File: src/rtl/rx_dly_scan_ctrl_pkg.sv
// Shared types and constants for the RX input-delay scan controller.
// Holds the FSM state encoding and the tap-centre helper used by the top.
package rx_dly_scan_ctrl_pkg;

  localparam int unsigned DLY_TAPS_DEF = 32;
  localparam int unsigned TAP_W        = 5;
  localparam logic [7:0]  ERR_SAT      = 8'hFF;

  typedef enum logic [2:0] {
    IDLE,
    LOAD,
    SETTLE,
    DWELL,
    EVAL,
    SELECT,
    APPLY,
    DONE_ST
  } state_t;

  // Centre of a passing run; the lower middle tap is chosen for even lengths.
  function automatic logic [TAP_W-1:0] window_center(input logic [TAP_W-1:0] run_start,
                                                     input logic [5:0]       len);
    logic [5:0] off;
    off = (len - 6'd1) >> 1;
    return run_start + off[TAP_W-1:0];
  endfunction

endpackage

File: src/rtl/rx_dly_window_find.sv
// Serial longest-run search over a stream of pass bits, one bit per cycle.
// Strictly-longer runs replace the best, so the lowest-index run wins ties.
module rx_dly_window_find
  import rx_dly_scan_ctrl_pkg::*;
#(
  parameter int unsigned TAPS = DLY_TAPS_DEF
) (
  input  logic             clk,
  input  logic             rst,
  input  logic             start,
  input  logic             bit_valid,
  input  logic             bit_in,
  output logic [TAP_W-1:0] run_start,
  output logic [5:0]       len,
  output logic             valid
);

  logic [TAP_W-1:0] idx;
  logic [TAP_W-1:0] cur_start;
  logic [5:0]       cur_len;
  logic [5:0]       ext_len;
  logic [TAP_W-1:0] run_begin;

  always_comb begin
    ext_len   = cur_len + 6'd1;
    run_begin = (cur_len == '0) ? idx : cur_start;
  end

  always_ff @(posedge clk) begin
    if (rst || start) begin
      idx       <= '0;
      cur_start <= '0;
      cur_len   <= '0;
      run_start <= '0;
      len       <= '0;
      valid     <= 1'b0;
    end else if (bit_valid) begin
      idx   <= idx + TAP_W'(1);
      valid <= (idx == TAP_W'(TAPS - 1));
      if (bit_in) begin
        cur_len   <= ext_len;
        cur_start <= run_begin;
        if (ext_len > len) begin
          len       <= ext_len;
          run_start <= run_begin;
        end
      end else begin
        cur_len <= '0;
      end
    end
  end

endmodule

File: src/rtl/rx_dly_scan_ctrl.sv
// RX input-delay scan: steps every tap, judges link health per tap, then
// loads the centre of the longest passing window (or the original delay).
module rx_dly_scan_ctrl
  import rx_dly_scan_ctrl_pkg::*;
#(
  parameter int unsigned DLY_TAPS = DLY_TAPS_DEF,
  parameter int unsigned CNT_W    = 16
) (
  input  logic                BUS_CLK,
  input  logic                BUS_RST,
  input  logic                START,
  input  logic                ABORT,
  input  logic [CNT_W-1:0]    CONF_SETTLE,
  input  logic [CNT_W-1:0]    CONF_DWELL,
  input  logic [TAP_W-1:0]    CUR_DLY,
  input  logic                RX_READY,
  input  logic [7:0]          DECODER_ERR_CNT,
  output logic [TAP_W-1:0]    DLY_VALUE,
  output logic                DLY_LOAD,
  output logic                RX_RST,
  output logic                BUSY,
  output logic                DONE,
  output logic                FAIL,
  output logic [DLY_TAPS-1:0] PASS_MAP,
  output logic [TAP_W-1:0]    BEST_DLY,
  output logic [5:0]          WINDOW_LEN
);

  state_t state, state_nx;

  logic [TAP_W-1:0]    tap;
  logic [TAP_W-1:0]    cur_dly_q;
  logic [TAP_W-1:0]    dly_hold;
  logic [TAP_W-1:0]    best_q;
  logic [TAP_W-1:0]    apply_val;
  logic [TAP_W-1:0]    dly_value;
  logic [5:0]          win_len_q;
  logic [CNT_W-1:0]    cnt;
  logic [CNT_W-1:0]    settle_ld;
  logic [CNT_W-1:0]    dwell_ld;
  logic [DLY_TAPS-1:0] pass_map;
  logic                ready_acc;
  logic                tap_pass;
  logic                aborted;
  logic                fail_q;
  logic                last_tap;
  logic                cnt_last;
  logic                accept_start;
  logic                abort_hit;
  logic                err_ok;
  logic                use_window;
  logic                strobe;

  logic                find_start;
  logic                find_bit_valid;
  logic                find_bit;
  logic [TAP_W-1:0]    find_run;
  logic [5:0]          find_len;
  logic                find_valid;

  rx_dly_window_find #(
    .TAPS(DLY_TAPS)
  ) u_window_find (
    .clk      (BUS_CLK),
    .rst      (BUS_RST),
    .start    (find_start),
    .bit_valid(find_bit_valid),
    .bit_in   (find_bit),
    .run_start(find_run),
    .len      (find_len),
    .valid    (find_valid)
  );

  always_comb begin
    last_tap     = (tap == TAP_W'(DLY_TAPS - 1));
    cnt_last     = (cnt == CNT_W'(1));
    settle_ld    = (CONF_SETTLE == '0) ? CNT_W'(1) : CONF_SETTLE;
    dwell_ld     = (CONF_DWELL == '0) ? CNT_W'(1) : CONF_DWELL;
    accept_start = (state == IDLE) && START;
    // A scan already in APPLY/DONE_ST is finishing; abort has nothing left to cancel.
    abort_hit    = ABORT && (state != IDLE) && (state != APPLY) && (state != DONE_ST);
    err_ok       = (DECODER_ERR_CNT != ERR_SAT) && (DECODER_ERR_CNT == '0);
  end

  always_comb begin
    state_nx = state;
    case (state)
      IDLE:    if (START) state_nx = LOAD;
      LOAD:    state_nx = SETTLE;
      SETTLE:  if (cnt_last) state_nx = DWELL;
      DWELL:   if (cnt_last) state_nx = EVAL;
      EVAL:    state_nx = last_tap ? SELECT : LOAD;
      SELECT:  if (last_tap) state_nx = APPLY;
      APPLY:   state_nx = DONE_ST;
      DONE_ST: state_nx = IDLE;
      default: state_nx = IDLE;
    endcase
    if (abort_hit) state_nx = APPLY;
  end

  // The finder absorbs its last bit on the SELECT->APPLY edge, so its result
  // is only consumed combinationally during APPLY.
  always_comb begin
    find_start     = (state == EVAL) && (state_nx == SELECT);
    find_bit_valid = (state == SELECT);
    find_bit       = pass_map[tap];
    use_window     = !aborted && find_valid && (find_len != '0);
    apply_val      = use_window ? window_center(find_run, find_len) : cur_dly_q;
    dly_value      = dly_hold;
    if (state == LOAD)  dly_value = tap;
    if (state == APPLY) dly_value = apply_val;
    strobe         = ((state == LOAD) || (state == APPLY)) && !BUS_RST;
  end

  always_comb begin
    DLY_VALUE  = dly_value;
    DLY_LOAD   = strobe;
    RX_RST     = strobe;
    BUSY       = (state != IDLE) && (state != DONE_ST);
    DONE       = (state == DONE_ST) && !BUS_RST;
    FAIL       = fail_q;
    PASS_MAP   = pass_map;
    BEST_DLY   = best_q;
    WINDOW_LEN = win_len_q;
  end

  always_ff @(posedge BUS_CLK) begin
    if (BUS_RST) begin
      state     <= IDLE;
      tap       <= '0;
      cnt       <= '0;
      ready_acc <= 1'b0;
      tap_pass  <= 1'b0;
      aborted   <= 1'b0;
      pass_map  <= '0;
      cur_dly_q <= '0;
      dly_hold  <= '0;
      best_q    <= '0;
      win_len_q <= '0;
      fail_q    <= 1'b0;
    end else begin
      state    <= state_nx;
      dly_hold <= dly_value;
      if (accept_start) begin
        tap       <= '0;
        pass_map  <= '0;
        fail_q    <= 1'b0;
        aborted   <= 1'b0;
        cur_dly_q <= CUR_DLY;
      end
      if (abort_hit) aborted <= 1'b1;
      case (state)
        LOAD: cnt <= settle_ld;
        SETTLE: begin
          if (cnt_last) begin
            cnt       <= dwell_ld;
            ready_acc <= 1'b1;
          end else begin
            cnt <= cnt - CNT_W'(1);
          end
        end
        DWELL: begin
          ready_acc <= ready_acc & RX_READY;
          if (cnt_last) tap_pass <= ready_acc & RX_READY & err_ok;
          else          cnt      <= cnt - CNT_W'(1);
        end
        EVAL: begin
          pass_map[tap] <= tap_pass;
          tap           <= last_tap ? '0 : tap + TAP_W'(1);
        end
        SELECT: if (!last_tap) tap <= tap + TAP_W'(1);
        APPLY: begin
          best_q    <= apply_val;
          win_len_q <= use_window ? find_len : '0;
          fail_q    <= !use_window;
        end
        default: ;
      endcase
    end
  end

endmodule

File: config.mk
export PLATFORM = sky130hd
export DESIGN_NAME = rx_dly_scan_ctrl
export DESIGN_NICKNAME = d
export VERILOG_FILES = /design/src/rtl/rx_dly_scan_ctrl_pkg.sv /design/src/rtl/rx_dly_window_find.sv /design/src/rtl/rx_dly_scan_ctrl.sv
export SDC_FILE = /design/constraint.sdc
export NUM_CORES = 1
export LEC_CHECK = 0
export BUFFER_PORTS_ARGS = -buffer_cell sky130_fd_sc_hd__buf_2
export CAP_MARGIN = 10
export CORE_MARGIN = 4
export CORE_UTILIZATION = 40
export CTS_BUF_LIST = sky130_fd_sc_hd__clkbuf_8
export DETAILED_ROUTE_END_ITERATION = 10
export PLACE_DENSITY = 0.64
export SYNTH_ARGS = -nofsm -noshare
export SYNTH_HDL_FRONTEND = slang
export SYNTH_SLANG_ARGS = --single-unit
File: constraint.sdc
create_clock -name BUS_CLK -period 2.6 [get_ports BUS_CLK]
set_input_delay 0 -clock BUS_CLK [delete_from_list [all_inputs] [get_ports BUS_CLK]]
set_output_delay 0 -clock BUS_CLK [all_outputs]
set_load 0.01 [all_outputs]
==> results by group, run 1 <==
Synthesis
  • Post-synth EDFFs: 0
  • YS warnings: 0
  • Mean Syn Cell Area: 8.10 um2
  • Seq/Total Area, Yosys: 0.349
  • Syn Nets: 846
  • Register bit count reported by yosys: 109
  • Synth Cell Area: 6260 um2
  • Cells after Synth: 772
  • Top_reg_cell synth: dfxtp_1
  • Post-synth cell types: 62
  • Async SR Flop Fraction: 0

Die
  • Die X: 133 um
  • Die Ht: 133 um
  • Die footprint: 17700 um2
  • Core Region: 15300 um2
  • Boundary pin count: 103
  • Placement row count: 45
  • Initial Util: 0.410

STA
  • Max Clock Freq: 0.380 GHz
  • Worst Tran Pin Value: 0.656 ns
  • RSZ-0062 raised after global routing: yes
  • Worst hold slack: 0.0306 ns
  • Finish-stage setup viols: 1
  • Final Worst Setup Slack: -0.0324 ns
  • Period utilisation layout: 1.01
  • Final Max Slew Viols: 0
  • Final Skew: 0.0211 ns
  • Hold Fails Final Rpt: 0
  • Headroom to the max-slew limit: 0.561
  • Minimum clock period: 2.63 ns

Global route
  • Gr usage total: 0.206
  • Largest net degree at the start of global routing: 60
  • Vias in the first global route: 5854
  • Initial antenna violation count: 0
  • Total gr overflow: 0
  • Global-route wire length before repair: 29900 um

Final layout
  • ANT cells: 0
  • Area of the multi-input gates: 3830 um2
  • Nets: 982
  • Register Area: 2190 um2
  • P&R area growth vs syn: 24.0%
  • Most common cell after layout, fill and taps aside: dfxtp_1
  • Fillers: 1474
  • Fin util: 0.509
  • Ratio of cells with drive above 1 in the final layout: 0.227
  • Commonest cells after routing, fill and taps aside: dfxtp_1, buf_2, a21oi_1

Setup path
  • Reg2Reg Capture Point: cnt[1]$_SDFFE_PP0P_
  • Critical Path, Cell by Cell: inv_4 -> ha_4 -> inv_2 -> ha_4 -> fa_2 -> a21o_1 -> a21oi_2 -> xnor3_1 -> mux2i_1 -> nand2_1 -> nand2_1 -> buf_2
  • Critical Path Fanout Max: 4
  • FF-to-FF path depth: 7
  • Worst path bufs/invs: 3
  • WS Path Type: flip-flop to primary output
  • Nature of the critical path startpoint: flip-flop
  • CP arrival: 2.63 ns
  • RR Startpoint: cnt[7]$_SDFFE_PP0P_
  • CP max stage delay: 0.39 ns
  • Crit-path leading delay family: adder cells
  • Worst path slowest cell: dfxtp_4
  • R2R setup slack: 0.14 ns
  • Worst EP required: 2.60 ns
  • Crit path capture type: primary output

Clocking
  • Clock sinks: 109
  • Clk_lat worst skew: 0.40 ns
  • Clock transition at path regs: 0.12 ns
  • Max clock buf depth: 2
  • H-tree level count: 3
  • CTS tree: done
  • Root buf cell: clkbuf_8
  • Cts bufs inserted: 9

Outcome
  • Run status: finished with violations
  • Violated checks: setup timing

Detailed routing
  • DRC Markers: 0
  • Routed Antenna Nets: 0
  • Via count: 6344
  • Total Wirelength: 18800 um
  • WL per Instance: 16.7 um
  • Avg Vias per Cell: 5.64
  • Drt first pass iters: 5
  • Starting DRT DRC Count: 574

Place
  • Gpl congestion: 0.868
  • Setup WS pre-CTS: -0.169 ns
  • Input/output buffers: 102
  • DPL Wire Length: 13100 um

Worst hold path
  • Hold depth: 3
  • Hold worst-path end: cnt[12]$_SDFFE_PP0P_
  • Worst Hold Launch: CONF_SETTLE[12]
  • Hold Path Class: input port to flip-flop

Power and ir drop
  • Maximum VDD drop: 300 uV
  • Leak: 3.11 nW
  • Total power: 4.09 mW
  • Pwr dens: 527 nW/um2

Flow run
  • Max Cap Viol: 0
report_power, final:
group	switching (mW)	internal, mW
logic	0.662	0.462
registers	0.0993	1.75
clock network	0.635	0.478
flip-flops by register name, indices dropped and copies added (netlist names), 6 cells and up:
name                   flops
u_window_find.len          6
WINDOW_LEN                 6
cnt                       16
PASS_MAP                  32
u_window_find.cur_len      6
routing by layer:
| metal | GRT usage | part of all wire |
|---|---|---|
| met4 | 0.0681 | 0.025 |
| met1 | 0.283 | 0.46 |
| met3 | 0.0445 | 0.058 |
| met2 | 0.323 | 0.46 |
| met5 | 0 | 0 |
synthesized netlist by cell type (6+ instances only):
master / number / share of area
and2_1: 6 / 0.0060
dfxtp_1: 109 / 0.35
xnor2_1: 9 / 0.013
a22oi_1: 7 / 0.0084
a211oi_1: 14 / 0.017
inv_1: 27 / 0.016
a21o_1: 6 / 0.0072
nand2_1: 56 / 0.034
a221oi_1: 10 / 0.014
o32ai_1: 8 / 0.011
nor2b_1: 13 / 0.013
o211ai_1: 35 / 0.042
nand2b_1: 12 / 0.012
ha_1: 23 / 0.046
mux2_2: 9 / 0.016
mux2i_1: 28 / 0.045
nand3_1: 60 / 0.048
nor3_1: 27 / 0.022
or3_1: 10 / 0.010
nor2_1: 65 / 0.039
clkbuf_1: 41 / 0.025
and3_1: 13 / 0.013
nor4_1: 17 / 0.017
a21oi_1: 78 / 0.062
o21ai_0: 10 / 0.0080
xor2_1: 9 / 0.013
through the flow:
step	TNS (ns)	area [um2]	std cells
6_report	-0.0324	7760	1124
3_3_place_gp	-0.289	7130	1076
2_1_floorplan	0	6260	772
5_1_grt	-0.316	7760	1124
3_5_place_dp	-0.650	7130	1076
4_1_cts	-0.0874	7660	1122
cell type report:
type	instances	share of cell area
clock buffers	10	0.0177
well taps	211	0.0340
multi-input cells	581	0.493
inverters	27	0.0134
repair buffers	180	0.151
flip-flops and latches	109	0.282
clock inverters	6	0.00871
timing repair:
action,in CTS,in global routing
gates resized for setup,9,16
pin swaps,2,7
hold buffers,30,0
setup endpoints to repair,14,17
setup buffers,0,2
endpoints found under the hold margin,24,0
logic make-up (layout without fill, tap and decap cells):
group,Yosys count,in the layout,share of synthesized area
buf+inv,82,223,0.0560
fa+ha+maj,24,24,0.0492
mux,37,37,0.0610
flops,109,109,0.349
xor+xnor,19,19,0.0288
compound gates,199,199,0.213
simple gates,302,302,0.243
how the worst max path moves through the flow:
stage,startpoint,to,slack [ns],depth (start not counted)
floorplan,u_window_find.cur_len[2]$_SDFFE_PP0P_,u_window_find.len[1]$_SDFFE_PP0P_,0.13,12
global placement,u_window_find.cur_len[4]$_SDFFE_PP0P_,u_window_find.len[0]$_SDFFE_PP0P_,-0.13,10
detailed placement,u_window_find.cur_len[4]$_SDFFE_PP0P_,u_window_find.len[0]$_SDFFE_PP0P_,-0.17,10
CTS,u_window_find.len[1]$_SDFFE_PP0P_,DLY_VALUE[4],-0.09,12
global route,u_window_find.len[0]$_SDFFE_PP0P_,DLY_VALUE[4],-0.20,11
finish,u_window_find.len[1]$_SDFFE_PP0P_,DLY_VALUE[4],-0.03,12
worst min-delay path: cells and delay by family:
| family | cells | cell delay, ns |
|---|---|---|
| AO/OA/AOI/OAI | 2 | 0.30 |
| buffers and inverters | 1 | 0.09 |
(Power assumes the default switching activity.)
==> run 2, diff against run 1 <==
- TNS_END_PERCENT: default -> 30
==> results by group, run 2 (synthesis results as in run 1) <==
STA
  • Final Worst Setup Slack: -0.0315 ns
  • Minimum clock period: 2.63 ns
  • Final Skew: 0.0210 ns
  • Period utilisation layout: 1.01
  • RSZ-0062 raised after global routing: yes
  • Finish-stage setup viols: 1
  • Headroom to the max-slew limit: 0.559
  • Final Max Slew Viols: 0
  • Fin Setup TNS: -0.0315 ns
  • Hold Fails Final Rpt: 0
  • Worst hold slack: 0.0263 ns
  • Worst Tran Pin Value: 0.659 ns
  • Max Clock Freq: 0.380 GHz

Flow run
  • Max Cap Viol: 0

Detailed routing
  • Avg Vias per Cell: 5.67
  • Starting DRT DRC Count: 570
  • Routed Antenna Nets: 0
  • WL per Instance: 16.8 um
  • DRC Markers: 0
  • Total Wirelength: 18900 um
  • Drt first pass iters: 5
  • Via count: 6370

Final layout
  • Max reg flops: 32
  • Non-filler instance count after layout: 1124
  • P&R area growth vs syn: 24.0%
  • Commonest cells after routing, fill and taps aside: dfxtp_1, buf_2, a21oi_1
  • Fin util: 0.509
  • Nets: 982
  • Ratio of cells with drive above 1 in the final layout: 0.227
  • Most common cell after layout, fill and taps aside: dfxtp_1
  • ANT cells: 0

Setup path
  • Nature of the critical path startpoint: flip-flop
  • Crit path capture type: primary output
  • WS Path Type: flip-flop to primary output
  • Crit-path leading delay family: adder cells
  • Critical Path Fanout Max: 4
  • Worst EP required: 2.60 ns
  • Worst path bufs/invs: 3
  • Worst path slowest cell: dfxtp_4
  • CP arrival: 2.63 ns
  • CP max stage delay: 0.38 ns
  • Critical Path, Cell by Cell: inv_4 -> ha_4 -> inv_2 -> ha_4 -> fa_2 -> a21o_1 -> a21oi_2 -> xnor3_1 -> mux2i_1 -> nand2_1 -> nand2_1 -> buf_2

Die
  • Initial Util: 0.410
  • Placement row count: 45
  • Boundary pin count: 103
  • Core Region: 15300 um2
  • Die X: 133 um
  • Die Ht: 133 um
  • Die footprint: 17700 um2

Clocking
  • Cts bufs inserted: 9
  • Root buf cell: clkbuf_8
  • CTS tree: done
  • Clk_lat worst skew: 0.40 ns
  • Clock sinks: 109
  • H-tree level count: 3
  • Clock transition at path regs: 0.12 ns
  • Max clock buf depth: 2

Place
  • Input/output buffers: 102
  • Placed insts: 1076
  • Gpl congestion: 0.868
  • DPL Wire Length: 13100 um

Global route
  • Vias in the first global route: 5854
  • Initial antenna violation count: 0
  • Gr usage total: 0.206
  • Total gr overflow: 0
  • Global-route wire length before repair: 29900 um
  • Largest net degree at the start of global routing: 60

Worst hold path
  • Hold Path Class: input port to flip-flop

Power and ir drop
  • Leak: 3.11 nW
  • Maximum VDD drop: 300 uV
  • Total power: 4.09 mW
  • Pwr dens: 527 nW/um2

Outcome
  • Run status: finished with violations
  • Violated checks: setup timing
[run 2: worst reg2reg max path, cell delays in order, from the launching register on]
cell and delay (ns):
dfxtp_1 0.36, or3_4 0.45, nor3_4 0.25, nand3_2 0.17, o21a_1 0.21, buf_4 0.18
a311oi_1 0.21, dlygate4sd3_1 0.58
[run 2: path summary, 6_finish.rpt]
path,start,to,slack (ns),depth (start not counted)
setup / recovery,u_window_find.len[1]$_SDFFE_PP0P_,DLY_VALUE[4],-0.03,12
hold reg to reg,u_window_find.cur_start[0]$_SDFFE_PP0P_,u_window_find.cur_start[0]$_SDFFE_PP0P_,0.47,2
hold / removal,CONF_SETTLE[12],cnt[12]$_SDFFE_PP0P_,0.03,3
setup reg to reg,cnt[7]$_SDFFE_PP0P_,cnt[1]$_SDFFE_PP0P_,0.14,7
[run 2: power by group]
group,leakage [nW],total [mW],internal [mW],switching [mW]
sequential,0.884,1.85,1.75,0.0990
combinational,2.12,1.13,0.462,0.664
clock,0.0993,1.11,0.477,0.631
total,3.11,4.09,2.69,1.39
[run 2: per-stage QoR]
| step | setup WS (ns) | instance area [um2] |
|---|---|---|
| floorplan | 0.131 | 6260 |
| global placement | -0.133 | 7130 |
| detailed placement | -0.169 | 7130 |
| CTS | -0.0874 | 7660 |
| global route | -0.198 | 7760 |
| finish | -0.0315 | 7760 |
[run 2: timing repair]
| item | 4_1_cts | 5_1_grt |
|---|---|---|
| setup endpoints to repair | 14 | 17 |
| hold buffers | 30 | 0 |
| pin swaps | 2 | 7 |
| gates cloned | 0 | 0 |
| buffers inserted | 0 | 2 |
| endpoints found under the hold margin | 24 | 0 |
| gates resized for setup | 9 | 16 |
[run 2: final cells by class]
cell class	instances	area [um2]
clock buffer	10	138
clock inverter	6	67.6
fill	1474	7500
inverter	27	104
multi-input combinational	581	3830
sequential	109	2190
tap	211	264
timing repair buffer	180	1170
[run 2: per-layer routing]
metal  vias to the layer above  wire length [um]  track usage  share of wire
met5                         -                 0            0              0
met4                         0               446       0.0681          0.024
met3                        42              1140       0.0445          0.061
met2                       249              8660        0.323           0.46
met1                      2972              8600        0.283           0.46
li1                       3107                 -            -              -
==> run 3, diff against run 2 <==
- BUFFER_PORTS_ARGS: -buffer_cell sky130_fd_sc_hd__buf_2 -> -buffer_cell sky130_fd_sc_hd__buf_4
- PLACE_DENSITY: 0.64 -> 0.63
==> results by group, run 3 (synthesis results as in run 1) <==
STA
  • RSZ-0062 raised after global routing: yes
  • Hold Fails Final Rpt: 0
  • Worst Tran Pin Value: 0.743 ns
  • Final Skew: 0.0142 ns
  • Finish-stage setup viols: 1
  • Max Clock Freq: 0.377 GHz
  • Final Max Slew Viols: 0
  • Minimum clock period: 2.65 ns
  • Headroom to the max-slew limit: 0.501
  • Final Worst Setup Slack: -0.0542 ns
  • Period utilisation layout: 1.02

Setup path
  • Crit path capture type: primary output
  • Critical Path Fanout Max: 3
  • WS Path Type: flip-flop to primary output
  • CP arrival: 2.65 ns
  • Worst EP required: 2.60 ns
  • Nature of the critical path startpoint: flip-flop

Final layout
  • Max reg flops: 32
  • P&R area growth vs syn: 28.0%
  • Commonest cells after routing, fill and taps aside: buf_4, dfxtp_1, a21oi_1
  • Fillers: 1455
  • Ratio of cells with drive above 1 in the final layout: 0.222
  • ANT cells: 0
  • Nets: 976
  • Final Cell Area: 8010 um2
  • Most common cell after layout, fill and taps aside: buf_4

Power and ir drop
  • Leak: 3.14 nW
  • Total power: 4.23 mW
  • Pwr dens: 529 nW/um2
  • Maximum VDD drop: 410 uV

Detailed routing
  • Routed Antenna Nets: 0
  • Total Wirelength: 19000 um
  • Starting DRT DRC Count: 526
  • DRC Markers: 0
  • WL per Instance: 17.0 um
  • Via count: 6246
  • Drt first pass iters: 5
  • Avg Vias per Cell: 5.59

Die
  • Die footprint: 17700 um2
  • Core Region: 15300 um2
  • Initial Util: 0.410
  • Boundary pin count: 103
  • Placement row count: 45
  • Die Ht: 133 um
  • Die X: 133 um

Worst hold path
  • Hold Path Class: input port to flip-flop

Clocking
  • Clock transition at path regs: 0.11 ns
  • Root buf cell: clkbuf_8
  • CTS tree: done
  • Max clock buf depth: 2
  • Clock sinks: 109
  • H-tree level count: 3
  • Cts bufs inserted: 9
  • Clk_lat worst skew: 0.39 ns

Place
  • Input/output buffers: 102
  • DPL Wire Length: 13200 um
  • Gpl congestion: 0.855
  • Cell Area, Placed: 7370 um2

Outcome
  • Violated checks: setup timing
  • Run status: finished with violations

Global route
  • Gr usage total: 0.211
  • Largest net degree at the start of global routing: 53
  • Global-route wire length before repair: 30800 um
  • Vias in the first global route: 6006
  • Initial antenna violation count: 0
  • Total gr overflow: 0

Flow run
  • Max Cap Viol: 0
-- run 3: power by group --
group          internal, mW  switching [mW]
sequential             1.75           0.100
clock                 0.626           0.604
combinational         0.483           0.667
total                  2.86            1.37
-- run 3: routing by layer --
layer	global-route usage	wire (um)	vias to the layer above
met4	0.0583	352	0
li1	-	-	3094
met5	0	0	-
met1	0.285	8740	2956
met3	0.0441	869	32
met2	0.341	9010	164
-- run 3: path summary, 6_finish.rpt --
check                                 endpoint  slack (ns)  cells after the start                               from
max                               DLY_VALUE[4]       -0.05                     12  u_window_find.len[0]$_SDFFE_PP0P_
min                        cnt[3]$_SDFFE_PP0P_        0.03                      3                      CONF_DWELL[3]
max reg2reg  u_window_find.len[0]$_SDFFE_PP0P_        0.18                      7                  tap[3]$_SDFF_PP0_
min reg2reg         WINDOW_LEN[4]$_SDFFE_PP0P_        0.46                      2         WINDOW_LEN[4]$_SDFFE_PP0P_
-- run 3: area by class of cell --
type,count,area [um2],area share
clock buffers,12,165,0.0206
clock inverters,4,76.3,0.00953
inverters,27,101,0.0127
multi-input cells,581,3810,0.476
flip-flops and latches,109,2180,0.273
well taps,211,264,0.0330
repair buffers,174,1400,0.175
-- run 3: critical path: stages, from the launching register on --
cell and delay (ns):
dfxtp_2 0.35, inv_2 0.05, ha_4 0.26, inv_2 0.04
ha_4 0.16, fa_2 0.36, a21o_1 0.19, a21oi_2 0.12
xnor3_1 0.25, mux2i_1 0.15, nand2_1 0.11, nand2_1 0.12
buf_6 0.11
-- run 3: timing repair --
| item | 4_1_cts | 5_1_grt |
|---|---|---|
| setup buffers | 0 | 4 |
| hold buffers | 27 | 0 |
| pin swaps | 2 | 6 |
| hold endpoints to repair | 24 | 0 |
| gates resized for setup | 7 | 14 |
| setup endpoints to repair | 13 | 24 |
| cloned | 0 | 0 |
-- run 3: metrics by stage --
stage | std cells | setup TNS (ns) | setup slack, ns | hold WS (ns) | utilization
floorplan | 772 | 0 | 0.131 | 0.141 | -
global placement | 1071 | -0.273 | -0.129 | 0.232 | 0.483
detailed placement | 1071 | -0.468 | -0.156 | 0.245 | 0.483
CTS | 1114 | -0.122 | -0.122 | 0.00188 | 0.518
global route | 1118 | -0.312 | -0.179 | 0.0105 | 0.525
finish | 1118 | -0.0542 | -0.0542 | 0.0268 | 0.525
